<file path="src/rtl/rega_display_scan.sv">
// Irrigation mode FSM with BCD cycle timers, driving a multiplexed active-low
// 7-segment panel: digit 0 shows a mode glyph, the rest show the remaining time.
module rega_display_scan #(
    parameter int DIGITS   = 4,
    parameter int TICK_DIV = 50000000,
    parameter int SCAN_DIV = 50000,
    parameter int T_ASP    = 30,
    parameter int T_GOT    = 15
) (
    input  logic              Clk,
    input  logic              Rst,
    input  logic              Bs,
    input  logic              Vs,
    input  logic              ERRO,
    input  logic              Ve,
    output logic [6:0]        SEGs,
    output logic              SEG_P,
    output logic [DIGITS-1:0] SEG_D,
    output logic              Busy,
    output logic              Done
);

    function automatic int maxTime(input int d);
        int r;
        r = 1;
        for (int i = 0; i < d - 1; i++) r = r * 10;
        return r - 1;
    endfunction

    function automatic logic [31:0] toBcd(input int v);
        logic [31:0] r;
        int x;
        r = '0;
        x = v;
        for (int i = 0; i < 8; i++) begin
            r[4*i +: 4] = 4'(x % 10);
            x = x / 10;
        end
        return r;
    endfunction

    generate
        if (DIGITS < 2 || DIGITS > 8 || T_ASP > maxTime(DIGITS) || T_GOT > maxTime(DIGITS)
            || TICK_DIV < 1 || SCAN_DIV < 1) begin : gBadParams
            $error("rega_display_scan: DIGITS out of range or cycle length does not fit the time field");
        end
    endgenerate

    localparam int TW    = 4 * (DIGITS - 1);
    localparam int IDXW  = $clog2(DIGITS);
    localparam int TICKW = (TICK_DIV > 1) ? $clog2(TICK_DIV) : 1;
    localparam int SCANW = (SCAN_DIV > 1) ? $clog2(SCAN_DIV) : 1;

    localparam logic [TW-1:0] ASP_BCD = TW'(toBcd(T_ASP));
    localparam logic [TW-1:0] GOT_BCD = TW'(toBcd(T_GOT));

    localparam logic [1:0] IDLE = 2'd0;
    localparam logic [1:0] ASP  = 2'd1;
    localparam logic [1:0] GOT  = 2'd2;
    localparam logic [1:0] ERR  = 2'd3;

    localparam logic [6:0] GLYPH_A     = 7'b0001000;
    localparam logic [6:0] GLYPH_G     = 7'b1000010;
    localparam logic [6:0] GLYPH_E     = 7'b0000110;
    localparam logic [6:0] GLYPH_R     = 7'b0101111;
    localparam logic [6:0] GLYPH_O     = 7'b0100011;
    localparam logic [6:0] GLYPH_DASH  = 7'b0111111;
    localparam logic [6:0] GLYPH_BLANK = 7'b1111111;

    function automatic logic [6:0] bcdGlyph(input logic [3:0] n);
        case (n)
            4'd0:    return 7'b1000000;
            4'd1:    return 7'b1111001;
            4'd2:    return 7'b0100100;
            4'd3:    return 7'b0110000;
            4'd4:    return 7'b0011001;
            4'd5:    return 7'b0010010;
            4'd6:    return 7'b0000010;
            4'd7:    return 7'b1111000;
            4'd8:    return 7'b0000000;
            4'd9:    return 7'b0010000;
            default: return GLYPH_BLANK;
        endcase
    endfunction

    logic [1:0]       state;
    logic [TW-1:0]    timer;
    logic [TW-1:0]    timerDec;
    logic [TICKW-1:0] tickPresc;
    logic [SCANW-1:0] scanPresc;
    logic [IDXW-1:0]  scanIdx;
    logic             bsPrev;
    logic             vsPrev;
    logic             doneFlag;
    logic             bsRise;
    logic             vsRise;
    logic             tickHit;
    logic             scanHit;
    logic             running;
    logic [3:0]       curNibble;
    logic [6:0]       curGlyph;
    logic [DIGITS-1:0] digitSel;

    assign bsRise  = Bs & ~bsPrev;
    assign vsRise  = Vs & ~vsPrev;
    assign running = (state == ASP) || (state == GOT);
    assign tickHit = running && (tickPresc == TICKW'(TICK_DIV - 1));
    assign scanHit = (scanPresc == SCANW'(SCAN_DIV - 1));
    assign SEG_P   = 1'b1;

    // Decimal down-count: a zero digit becomes 9 and passes the borrow upward.
    always_comb begin
        logic borrow;
        timerDec = timer;
        borrow   = 1'b1;
        for (int i = 0; i < DIGITS - 1; i++) begin
            if (borrow) begin
                if (timer[4*i +: 4] == 4'd0) begin
                    timerDec[4*i +: 4] = 4'd9;
                end else begin
                    timerDec[4*i +: 4] = timer[4*i +: 4] - 4'd1;
                    borrow = 1'b0;
                end
            end
        end
    end

    always_ff @(posedge Clk or negedge Rst) begin
        if (!Rst) begin
            state     <= IDLE;
            timer     <= '0;
            tickPresc <= '0;
            bsPrev    <= 1'b0;
            vsPrev    <= 1'b0;
            doneFlag  <= 1'b0;
        end else begin
            bsPrev   <= Bs;
            vsPrev   <= Vs;
            doneFlag <= 1'b0;
            if (ERRO) begin
                state     <= ERR;
                tickPresc <= '0;
            end else begin
                case (state)
                    IDLE: begin
                        tickPresc <= '0;
                        if (bsRise) begin
                            state <= ASP;
                            timer <= ASP_BCD;
                        end else if (vsRise) begin
                            state <= GOT;
                            timer <= GOT_BCD;
                        end
                    end
                    ASP, GOT: begin
                        if (tickHit) begin
                            tickPresc <= '0;
                            if (timer <= TW'(1)) begin
                                timer    <= '0;
                                state    <= IDLE;
                                doneFlag <= 1'b1;
                            end else begin
                                timer <= timerDec;
                            end
                        end else begin
                            tickPresc <= tickPresc + TICKW'(1);
                        end
                    end
                    default: begin
                        state     <= IDLE;
                        timer     <= '0;
                        tickPresc <= '0;
                    end
                endcase
            end
        end
    end

    always_ff @(posedge Clk or negedge Rst) begin
        if (!Rst) begin
            scanPresc <= '0;
            scanIdx   <= '0;
        end else if (scanHit) begin
            scanPresc <= '0;
            scanIdx   <= (scanIdx == IDXW'(DIGITS - 1)) ? '0 : scanIdx + IDXW'(1);
        end else begin
            scanPresc <= scanPresc + SCANW'(1);
        end
    end

    // Digit 1 is the most significant time digit.
    always_comb begin
        curNibble = 4'd0;
        for (int i = 1; i < DIGITS; i++) begin
            if (scanIdx == IDXW'(i)) curNibble = timer[4*(DIGITS-1-i) +: 4];
        end
    end

    always_comb begin
        curGlyph = GLYPH_BLANK;
        case (state)
            IDLE: if (scanIdx == '0) curGlyph = Ve ? GLYPH_O : GLYPH_DASH;
            ASP:  curGlyph = (scanIdx == '0) ? GLYPH_A : bcdGlyph(curNibble);
            GOT:  curGlyph = (scanIdx == '0) ? GLYPH_G : bcdGlyph(curNibble);
            default: curGlyph = (scanIdx == '0) ? GLYPH_E : GLYPH_R;
        endcase
        digitSel = ~(DIGITS'(1) << scanIdx);
    end

    // The first cycle of every slot keeps all digits off to avoid ghosting.
    always_ff @(posedge Clk or negedge Rst) begin
        if (!Rst) begin
            SEGs  <= GLYPH_BLANK;
            SEG_D <= '1;
            Busy  <= 1'b0;
            Done  <= 1'b0;
        end else begin
            SEGs  <= curGlyph;
            SEG_D <= (scanPresc == '0) ? '1 : digitSel;
            Busy  <= running;
            Done  <= doneFlag;
        end
    end

endmodule

</file>
<file path="config.mk">
export PLATFORM = sky130hd
export DESIGN_NAME = rega_display_scan
export DESIGN_NICKNAME = d
export VERILOG_FILES = /design/src/rtl/rega_display_scan.sv
export SDC_FILE = /design/constraint.sdc
export NUM_CORES = 1
export LEC_CHECK = 0
export CELL_PAD_IN_SITES_DETAIL_PLACEMENT = 1
export CELL_PAD_IN_SITES_GLOBAL_PLACEMENT = 1
export CORE_MARGIN = 2
export CORE_UTILIZATION = 47
export DETAILED_ROUTE_END_ITERATION = 6
export GPL_TIMING_DRIVEN = 0
export PLACE_DENSITY_LB_ADDON = 0.1
export RECOVER_POWER = 100
export SLEW_MARGIN = 20
export SYNTH_ARGS = -nofsm -noshare
export SYNTH_HDL_FRONTEND = slang
export SYNTH_SLANG_ARGS = --single-unit
</file>
<file path="constraint.sdc">
create_clock -name Clk -period 3.1 [get_ports Clk]
set_input_delay 0.93 -clock Clk [delete_from_list [all_inputs] [get_ports Clk]]
set_output_delay 0.93 -clock Clk [all_outputs]
set_load 0.05 [all_outputs]
</file>
==> results.md <==
- Ys async rst share: 100.0%
- Worst min path class: flop to flop
- Peak Freq: 0.3564 GHz
- Synth Net Count: about 470
- Final global-route overflow total: 0
- Initial antenna violation count: 0
- Worst slew margin: -40.77%
- Number of port buffers: 18
- Share of layout cells above drive strength 1: under 10%
- Nets: ~500
- Num ports: 20
- RSZ-0062 raised after global routing: no
- DR DRC count: 0
- Number of global-route vias before repair: between 3k and 4k
- Leakage Power: 2.046 nW
- First-pass GRT wire length: between 15000 and 20000 um
- Crit path largest cell delay: between 0.5 and 0.6 ns
- Post_cts resized: 0
- Crit end category: flop
- Flops & latches, synth: 74
- Max-slew violation count: 37
- Die H: between 90 and 100 um
- Yosys top cell area share: 37.62%
- Grt met3 use: about 2.8%
- Synth warnings: 0
- Routed WL: 10050 um
- VDD IR max: ~0.42 mV
- Clock Latency Late Sink: 0.36 ns
- Pre-CTS setup slack: 0.03564 ns
- Final Hold Violating Endpoints: 0
- Avg Cell Area, Syn: roughly 9.5 um2
- Synth area leader: dfrtp_1
- Slowest cell on crit path: dlygate4sd3_1
- Hold slack: roughly 0.36 ns
- Synth cell types: between 60 and 70
- Chip width: around 98 um
- Status: finished with violations
- Crit path arrival time: 3.05 ns
- Fillers: 1016
- Synth Cell Area: 0.004190 mm2
- CTS tree: done
- # diodes: 0
- WL per Instance: between 15 and 20 um
- Post-DP HPWL: approximately 7400 um
- Largest net degree at the start of global routing: 39
- Gpl congestion: roughly 0.86
- Area growth syn-to-layout: 11.79%
- Crit-path max FO: 4
- All-Layer GR Usage: about 22%
- Initial core utilization: roughly 48%
- Clk sinks: 74
- Worst setup SP type: input port
- Met2 Track Usage GR: 36.58%
- # H-tree levels: 3
- Final worst slack: about 0.29 ns
- Worst-path clk slew: ~0.1 ns
- Post-CTS setup buffer count: 0
- Clock Skews: about 0.017 ns
- Period utilization: 90.52%
- CORE AREA: 0.008678 mm2
- CTS Hold Bufs: 0
- Gr busiest metal: met2
- Final core occ: between 50% and 60%
- First-pass DRT Iterations: 4
- Crit Path Class: input port to flop
- Violations in the final reports: capacitance limit, slew limit
- Total of max-cap violations: 1
- Cell mode on critical path: nand2b_1
- Count of final setup violators: 0
- Non-Filler Instances: approximately 590
- DRT iter0 DRCs: between 90 and 100
- PwrDens: ~700 mW/mm2
- DR vias: roughly 3.4k
- Die area: slightly below 0.01 mm2
- Clock Tree Root: clkbuf_8
- Worst Tran Pin Value: roughly 2.1 ns
- Cts bufs inserted: 9
- Clock tree buffer depth: 2
- DRT antenna net count: 0
- Min Tclk post-route: 2.806 ns
- EDFF count, synth: 0
- Post-synthesis sequential area ratio: between 40% and 50%
- CP cell instances: dlygate4sd3_1, nand2b_1, a31oi_1, o21ai_0, nand2b_1, a221o_1
- Area contributors post-synth: dfrtp_1, dfstp_2, ha_1
- Placed Cells incl. Taps: between 500 and 600
- Ys flop type: dfrtp_1
- DR vias/cell: ~5.8
- Gate Count Post-Synth: approximately 440
- Met1 Resource Use GR: 30.56%
- Std-Cell Rows: 34
- Worst Path Required: 3.34 ns
==> worst paths after layout <==
kind	from	end	slack, ns	depth (start not counted)
worst max-delay path	Bs	timer[7]	0.29	6
worst min-delay path	doneFlag	Done	0.36	0
worst max register to register	timer[8]	timer[8]	0.30	7
worst min register to register	doneFlag	Done	0.36	0
max in group asynchronous	Rst	timer[7]	0.71	1
min in group asynchronous	Rst	tickPresc[15]	1.16	1
==> cells in the final DEF, fill, tap and decap left out, types with 3 or more instances in the layout <==
| cell type | synthesis | final |
|---|---|---|
| dfrtp_1 | 63 | 63 |
| nor2_1 | 47 | 47 |
| nand2_1 | 44 | 44 |
| inv_1 | 25 | 25 |
| xor2_1 | 19 | 19 |
| xnor2_1 | 19 | 19 |
| ha_1 | 19 | 19 |
| nor3_1 | 18 | 18 |
| nand3_1 | 17 | 17 |
| dlygate4sd3_1 | 0 | 15 |
| clkbuf_1 | 9 | 12 |
| o21ai_0 | 10 | 12 |
| dfstp_2 | 11 | 11 |
| a21oi_1 | 10 | 11 |
| nand4_1 | 11 | 11 |
| nor4_1 | 10 | 11 |
| clkbuf_8 | 0 | 9 |
| nor2b_1 | 6 | 6 |
| and3_1 | 6 | 6 |
| nand3b_1 | 5 | 5 |
| and4_1 | 5 | 5 |
| nand2b_1 | 5 | 5 |
| o31ai_1 | 5 | 5 |
| a31oi_1 | 4 | 4 |
| or4_1 | 4 | 4 |
| mux2i_1 | 4 | 4 |
| a211oi_1 | 4 | 4 |
| a21o_1 | 3 | 3 |
| o21bai_1 | 3 | 3 |
| o211ai_1 | 3 | 3 |
| inv_6 | 0 | 3 |
==> kinds of logic (layout without fill, tap and decap cells) <==
kind of cell               after synthesis  after routing  share of synthesized area, %
AOI/OAI and AO/OA                       71             71                         12.30
xor gates and xnor gates                38             38                         7.943
adders and majority gates               19             19                         5.673
buffers and inverters                   38             73                         3.583
DFF                                     74             74                         44.52
muxes                                    6              6                         1.493
other                                    1              1                       0.08949
and+or+nand+nor                        195            195                         24.40
==> critical path, delay by kind of cell <==
kind	cells	cell delay [ns]
AND/OR/NAND/NOR	2	0.39
buffers and inverters	1	0.56
AO/OA/AOI/OAI	3	1.16
==> per-layer routing <==
layer | up-vias | routed length [um]
li1 | 1622 | -
met1 | 1703 | 4883
met2 | 36 | 4821
met3 | 17 | 166
met4 | 0 | 180
met5 | - | 0
==> cell usage after synthesis, types with 4 or more instances <==
cell	number
o31ai_1	5
nand2b_1	5
nor4_1	10
clkbuf_1	9
inv_1	25
ha_1	19
nand3b_1	5
or4_1	4
a211oi_1	4
dfstp_2	11
a21oi_1	10
nand3_1	17
nor3_1	18
mux2i_1	4
and4_1	5
nand4_1	11
and3_1	6
nor2_1	47
nor2b_1	6
a31oi_1	4
dfrtp_1	63
o21ai_0	10
xnor2_1	19
nand2_1	44
xor2_1	19
==> state kept, by name, summed over array words and instances (netlist names), 2 cells and up <==
signal,flops
timer,12
SEGs,7
state,2
SEG_D,4
scanPresc,16
tickPresc,26
scanIdx,2
==> area by class of cell <==
class / count / area (um2) / area share (%)
Buffer: 13 / 53.80 / 1.149
Clock buffer: 9 / 123.9 / 2.644
Clock inverter: 7 / 66.31 / 1.416
Inverter: 25 / 93.84 / 2.003
Multi-Input combinational cell: 330 / 2152 / 45.94
Sequential cell: 74 / 1866 / 39.82
Tap cell: 108 / 135.1 / 2.885
Timing Repair Buffer: 19 / 193.9 / 4.140
==> through the flow <==
| stage | power (mW) | area [um2] | TNS [ns] |
|---|---|---|---|
| floorplan | 2.181 | 4190 | 0 |
| global placement | 2.549 | 4506 | -102.41 |
| detailed placement | 2.592 | 4523 | 0 |
| CTS | 3.350 | 4713 | 0 |
| global route | 3.520 | 4684 | 0 |
| finish | 3.297 | 4684 | 0 |
==> power by group <==
part	total, mW	internal, mW	switching, mW
logic	1.34	0.454	0.882
clock network	0.745	0.313	0.431
registers	1.22	1.10	0.116
total	3.30	1.87	1.43
Note: power is estimated with default switching activity, not from simulation.
